### src/rtl/alu_seq_ctrl.sv
// alu_seq_ctrl -- sequencer in front of a shared combinational ALU.
//
// Accepts one operation at a time (in_valid/in_ready). It drives the latched
// operands to the external ALU for one EXEC cycle, registers the answer into
// out_res, and holds it in DONE until out_valid/out_ready completes.
//
// Multiply (func 10) is optional. It is a shift-and-add loop that reuses the
// ALU adder for MUL_ITER cycles.
//
// Configuration macro: ALU_MUL_EN
//   defined   : func 10 runs the multiply sequence.
//   undefined : func 10 is treated like the reserved codes (result 0).
//
// Ports
//   clk, rstn              clock, async active-low reset
//   in_valid/in_ready      request handshake; in_ready is high only in IDLE
//   in_func, in_a, in_b    op code and operands, latched on accept
//   out_valid/out_ready    result handshake; out_res is held while waiting
//   out_res                registered result
//   alu_src1/2, alu_func   drive to the shared ALU
//   alu_ans                ALU combinational answer
//   busy                   high whenever not IDLE
module alu_seq_ctrl #(
  parameter int MUL_ITER = 32
) (
  input  logic        clk,
  input  logic        rstn,
  input  logic        in_valid,
  output logic        in_ready,
  input  logic [3:0]  in_func,
  input  logic [31:0] in_a,
  input  logic [31:0] in_b,
  output logic        out_valid,
  input  logic        out_ready,
  output logic [31:0] out_res,
  output logic [31:0] alu_src1,
  output logic [31:0] alu_src2,
  output logic [3:0]  alu_func,
  input  logic [31:0] alu_ans,
  output logic        busy
);

  localparam logic [1:0] S_IDLE = 2'd0;
  localparam logic [1:0] S_EXEC = 2'd1;
`ifdef ALU_MUL_EN
  localparam logic [1:0] S_MUL  = 2'd2;
`endif
  localparam logic [1:0] S_DONE = 2'd3;

  logic [1:0]  state_q, state_d;
  logic [3:0]  func_q, func_d;
  logic [31:0] a_q, a_d, b_q, b_d;
  logic [31:0] res_q, res_d;

`ifdef ALU_MUL_EN
  localparam logic [5:0] CNT_LAST = 6'(MUL_ITER - 1);
  logic [31:0] acc_q, acc_d, mcand_q, mcand_d, mplier_q, mplier_d;
  logic [5:0]  cnt_q, cnt_d;
`else
  logic unused_cfg;
  assign unused_cfg = ^MUL_ITER;
`endif

  // Codes 0-9 go to the ALU. In EXEC, 10 only shows up when multiply is
  // disabled, so it falls in with 11-15 as "answer is zero".
  logic legal_op;
  assign legal_op = (func_q <= 4'd9);

  assign in_ready  = (state_q == S_IDLE);
  assign busy      = (state_q != S_IDLE);
  assign out_valid = (state_q == S_DONE);
  assign out_res   = res_q;

  always_comb begin
    alu_src1 = 32'd0;
    alu_src2 = 32'd0;
    alu_func = 4'd0;
    case (state_q)
      S_EXEC: if (legal_op) begin
        alu_src1 = a_q;
        // Shifts only use a 5-bit amount.
        alu_src2 = (func_q == 4'd8 || func_q == 4'd9) ? {27'b0, b_q[4:0]} : b_q;
        alu_func = func_q;
      end
`ifdef ALU_MUL_EN
      S_MUL: begin
        alu_src1 = acc_q;
        alu_src2 = mcand_q;
      end
`endif
      default: ;
    endcase
  end

  always_comb begin
    state_d = state_q;
    func_d  = func_q;
    a_d     = a_q;
    b_d     = b_q;
    res_d   = res_q;
`ifdef ALU_MUL_EN
    acc_d    = acc_q;
    mcand_d  = mcand_q;
    mplier_d = mplier_q;
    cnt_d    = cnt_q;
`endif
    case (state_q)
      S_IDLE: if (in_valid) begin
        func_d  = in_func;
        a_d     = in_a;
        b_d     = in_b;
        state_d = S_EXEC;
`ifdef ALU_MUL_EN
        if (in_func == 4'd10) begin
          state_d  = S_MUL;
          acc_d    = 32'd0;
          mcand_d  = in_a;
          mplier_d = in_b;
          cnt_d    = 6'd0;
        end
`endif
      end
      S_EXEC: begin
        res_d   = legal_op ? alu_ans : 32'd0;
        state_d = S_DONE;
      end
`ifdef ALU_MUL_EN
      S_MUL: begin
        if (mplier_q[0]) acc_d = alu_ans;
        mcand_d  = mcand_q << 1;
        mplier_d = mplier_q >> 1;
        cnt_d    = cnt_q + 6'd1;
        // Last iteration: take this cycle's partial sum straight into the
        // result so DONE arrives without an extra cycle.
        if (cnt_q == CNT_LAST) begin
          res_d   = mplier_q[0] ? alu_ans : acc_q;
          state_d = S_DONE;
        end
      end
`endif
      S_DONE: if (out_ready) state_d = S_IDLE;
      default: state_d = S_IDLE;
    endcase
  end

  always_ff @(posedge clk or negedge rstn) begin
    if (!rstn) begin
      state_q <= S_IDLE;
      func_q  <= 4'd0;
      a_q     <= 32'd0;
      b_q     <= 32'd0;
      res_q   <= 32'd0;
    end else begin
      state_q <= state_d;
      func_q  <= func_d;
      a_q     <= a_d;
      b_q     <= b_d;
      res_q   <= res_d;
    end
  end

`ifdef ALU_MUL_EN
  always_ff @(posedge clk or negedge rstn) begin
    if (!rstn) begin
      acc_q    <= 32'd0;
      mcand_q  <= 32'd0;
      mplier_q <= 32'd0;
      cnt_q    <= 6'd0;
    end else begin
      acc_q    <= acc_d;
      mcand_q  <= mcand_d;
      mplier_q <= mplier_d;
      cnt_q    <= cnt_d;
    end
  end
`endif

endmodule
### config.mk
export PLATFORM = sky130hd
export DESIGN_NAME = alu_seq_ctrl
export DESIGN_NICKNAME = d
export VERILOG_FILES = /design/src/rtl/alu_seq_ctrl.sv
export SDC_FILE = /design/constraint.sdc
export NUM_CORES = 1
export LEC_CHECK = 0
export CAP_MARGIN = 20
export CORE_ASPECT_RATIO = 1.25
export CORE_UTILIZATION = 45
export DETAILED_ROUTE_END_ITERATION = 8
export DONT_BUFFER_PORTS = 1
export PLACE_DENSITY = 0.71
export RECOVER_POWER = 25
export SLEW_MARGIN = 25
export SYNTH_ARGS = -nofsm -noshare
export SYNTH_HDL_FRONTEND = slang
export SYNTH_SLANG_ARGS = --single-unit
### constraint.sdc
create_clock -name clk -period 1.6 [get_ports clk]
set_input_delay 0.24 -clock clk [delete_from_list [all_inputs] [get_ports clk]]
set_output_delay 0.24 -clock clk [all_outputs]
set_load 0.01 [all_outputs]
Word level (Yosys, flattened, before mapping). Cells that the tools add are included. W data, S select, Z words.

Input bits: 104. Register bits: 102. Word-level logic and storage cells: 28.

Equality and inequality tests: 6. Mux-type cells: 11. Reductions and logical operators: 5. Magnitude comparators: 1.

Operator list (number): $mux W32 (6); $eq A4 B4 Y1 const B (2); $mux W4 (2); $pmux W2 S3 (1); $le A4 B4 Y1 const B (1); $mux W2 (2); $reduce_and A2 Y1 (2); $eq A2 B1 Y1 const B (1); $eq A2 B2 Y1 const B (1); $logic_not A2 Y1 (1); $ne A2 B1 Y1 const B (1); $ne A2 B2 Y1 const B (1); $reduce_bool A2 Y1 (1); $logic_or A1 B1 Y1 (1).

Logic depth before layout (Yosys ltp).
Depth after elaboration: 5. Depth in mapped cells: 5.

Worst setup path before layout. OpenSTA, ideal clock, no wires.

Kind: register -> output. From: register func_q[2]. To: output port alu_func[0]. Setup slack: 0.111 ns. Required time: 1.360 ns. Stages on the path, launching flop included: 5. Arrival: 1.249 ns. Path buffers: 2. Cells stage by stage: dfrtp_1 > o21ai_0 > clkbuf_1 > clkbuf_1 > and3_1.

Longest elaborated chain between the ends: 3.

RTL lines: start: declaration (RTL line 51) `logic [3:0] func_q, func_d;`; start signal: assignment (RTL line 155) `func_q <= func_d;`; $le A4 B4 Y1 (RTL line 67) `assign legal_op = (func_q <= 4'd9);`; $mux W4 (RTL line 79) `S_EXEC: if (legal_op) begin`; $mux W4 (RTL line 78) `case (state_q)`; end: declaration (RTL line 38) `output logic [3:0] alu_func,`.

No other way between the ends.

Final worst setup path.
From: register state_q[1]. To: output port alu_src1[1].

Longest elaborated chain between the ends: 2.

RTL lines: start: declaration (RTL line 50) `logic [1:0] state_q, state_d;`; start signal: assignment (RTL line 154) `state_q <= state_d;`; $eq A2 B1 Y1 (RTL line 78); $mux W32 (RTL line 78); end: declaration (RTL line 36) `output logic [31:0] alu_src1,`.

No other way between the ends.

==> run metrics <==
Synth top area share=between 50% and 60%; clock power share=between 15 and 20%; slew margin rel.=about 77%; Reg2Reg Setup Slack=-80 ps; Synth async-reset ratio=between 90% and 100%; vias per cell=just under 6; Setup TNS Final=-7650 ps; drc violations=0; die width=91.6 um; sw frac=35.0%; total CTS buffers=9; post-synthesis compound-gate area fraction=approximately 6.8%; Leak=2.33 nW; worst slack, placed=63.3 ps; Yosys warning count=0; Max clock buf depth=2; routed len/inst=23.3 um; sequential area share after synthesis=around 57%; Row Count=40; vias in the first global route=2739; DR iter-0 viols=between 100 and 150; post-detail-place hpwl=~6600 um; Area growth syn-to-layout=23.0%; Worst Tran Pin Value=approximately 350 ps; total grt overflow=0; Max Fclk=between 500 and 600 MHz; Num Clock Sinks=102; FF-to-FF path depth=5; syn nets=roughly 450; final RePlAce weighted congestion=~0.75; initial antenna violation count=0; wire length on met3=681 um; RR Endpoint=b_q[3]$_DFFE_PN0P_; final setup fails=109; failing checks=negative hold slack, negative setup slack; Startpoint Class=flip-flop; status=finished with violations; adder-cell share of the synthesized area=0%; crit path max fanout=19; met2 WL=between 5000 and 6000 um; ys flop type=dfrtp_1; CTS root buf=clkbuf_16; syn_area_per_cell=about 13 um2; Peak supply drop=about 1 mV; nets=around 450; Synth Register Bits=slightly above 100; max cap viols=0; depth of the CTS H-tree=3; Layout Skew=2.95 ps; Hold WS=-411 ps; DR pass1 iterations=4; FF-to-FF Start=state_q[1]$_DFFE_PN0P_; Final Core Density=between 50% and 60%; Setup Crit Path Kind=flip-flop to output port; switching power=between 4 and 5 mW; Hold Fails Final Rpt=between 100 and 150; post-synth cell types=23; Critical Path RT=~1400 ps; Die ar.=~10000 um2; uppermost routed layer=met4; Synth Area in XOR/XNOR=0%; Slew Limit Fails=0; slack of the critical path=-129 ps; sequential power share=between 30% and 40%; Die H=about 110 um; Clock transition at path regs=roughly 70 ps; critical path arrival=about 1500 ps; mux cell area share after synthesis=between 15 and 20%; Buffers on Ports=0; CTS tree=built; Clk Latency, worst-skew pair=between 300 and 400 ps; Min-Delay Path Class=input pin to async pin; core area=9660 um2; layout cell share with drive strength beyond 1=43.9%; n_diodes=0; Comb pwr share=between 40 and 50%; cells taking the most area after synthesis=dfrtp_1, mux2_2, o2bb2ai_1; pin count of the biggest net entering global routing=between 100 and 150; number of synthesized flops with an enable pin=0; CP endpoint kind=output port; internal power=between 8 and 9 mW; Syn Inst Count=about 350; met1 WL=4600 um; simple-gate share of the synthesized area=15.9%; minimum clock period=between 1500 and 2000 ps; total global-route track usage=a little under a fifth; RSZ-0062 raised after global routing=yes; Final ANT Viol Nets=0; largest family of logic cells by synthesized area=multiplexers; Starting Density=46.7%; Pwr Density=2250 nW/um2; fin crit share=108%; Routed WL=roughly 11000 um; Synth area leader=dfrtp_1; first-pass GRT wire length=roughly 15000 um; Syn Std Cell Area=between 4000 and 5000 um2; Vias=between 2k and 3k; IO Count=207
## cell usage in the layout (no fill, tap or decap)
cell / count
a21o_1: 1
mux2_4: 37
nor3b_4: 1
inv_1: 1
and2b_4: 1
clkinvlp_4: 2
buf_16: 1
clkinv_2: 1
and3_4: 38
nor3b_2: 1
clkbuf_1: 1
and2_4: 5
mux2_2: 26
nand2b_1: 1
o21a_1: 1
inv_2: 1
dfrtp_1: 98
nor4b_2: 1
buf_12: 7
a21boi_0: 1
o21ai_2: 1
nand3b_1: 32
clkinv_4: 1
dfrtp_2: 4
o2bb2ai_1: 32
or2_4: 1
clkbuf_16: 13
buf_6: 3
clkbuf_8: 1
buf_4: 7
and2_1: 25
bufinv_16: 1
buf_8: 1
mux2_1: 5
## cell type report
| type | instances | area, um2 |
|---|---|---|
| Tap cell | 126 | 158 |
| Multi-Input combinational cell | 210 | 2160 |
| Clock inverter | 5 | 58.8 |
| Timing Repair Buffer | 23 | 369 |
| Inverter | 2 | 7.51 |
| Fill cell | 772 | 4110 |
| Sequential cell | 102 | 2560 |
| Clock buffer | 11 | 243 |
## layer usage
| layer | GRT usage (%) | vias to the layer above |
|---|---|---|
| met1 | 22.1 | 1426 |
| met2 | 32.0 | 122 |
| met4 | 9.10 | 0 |
| li1 | - | 1250 |
| met3 | 5.47 | 20 |
| met5 | 0 | - |
## power by group through the flow
stage | Clock [mW] | Sequential (mW) | Combinational, mW
2_1_floorplan | 0 | 4.48 | 3.29
3_3_place_gp | 0 | 4.71 | 3.88
3_5_place_dp | 0 | 4.77 | 4.06
4_1_cts | 2.24 | 4.78 | 4.69
5_1_grt | 2.33 | 4.96 | 5.80
6_report | 2.18 | 4.82 | 5.46
## flip-flops by register name, summed over array words and instances, names as in the netlist
signal and flops:
state_q 2, b_q 32, func_q 4, a_q 32, out_res 32
## worst max path at each step
stage	startpoint	endpoint	slack [ps]	cells after the start
final	state_q[1]$_DFFE_PN0P_	alu_src1[1]	-130	3
after global routing	state_q[1]$_DFFE_PN0P_	alu_src1[1]	-170	3
after CTS	state_q[1]$_DFFE_PN0P_	alu_src1[13]	-140	3
after detailed placement	state_q[0]$_DFFE_PN0P_	a_q[13]$_DFFE_PN0P_	60	3
after global placement	state_q[0]$_DFFE_PN0P_	a_q[23]$_DFFE_PN0P_	120	3
after floorplan	func_q[2]$_DFFE_PN0P_	alu_func[0]	110	4
## cell families after synthesis
group	after synthesis
multiplexers	68
flip-flops	102
AO/OA/AOI/OAI	36
buffers and inverters	35
AND/OR/NAND/NOR	106
## Yosys cell counts (2+ instances only)
master / instances
and2_1: 30
and3_1: 38
buf_2: 7
buf_4: 2
buf_6: 2
clkbuf_1: 18
clkbuf_2: 3
dfrtp_1: 102
inv_1: 2
mux2_1: 20
mux2_2: 48
nand3b_1: 32
nor3b_2: 2
o2bb2ai_1: 32
## critical path: stages (launching register included)
cell	delay [ps]
dfrtp_2	430
and2b_4	330
buf_16	170
and3_4	220
## stage by stage
stage | power (mW) | cell area (um2) | std cells | hold WS (ps)
finish | 12.5 | 5550 | 479 | -411
global placement | 8.59 | 4650 | 451 | -53.8
global route | 13.1 | 5550 | 479 | -430
floorplan | 7.78 | 4510 | 347 | -55.6
CTS | 11.7 | 5210 | 470 | -426
detailed placement | 8.83 | 4650 | 451 | -54.4
## what timing repair did
action	CTS	global route
pin swaps	5	18
endpoints found under the setup margin	71	138
setup buffers	2	3
hold endpoints to repair	102	102
gates cloned	1	7
gates resized for setup	50	55
(Power assumes the default switching activity.)
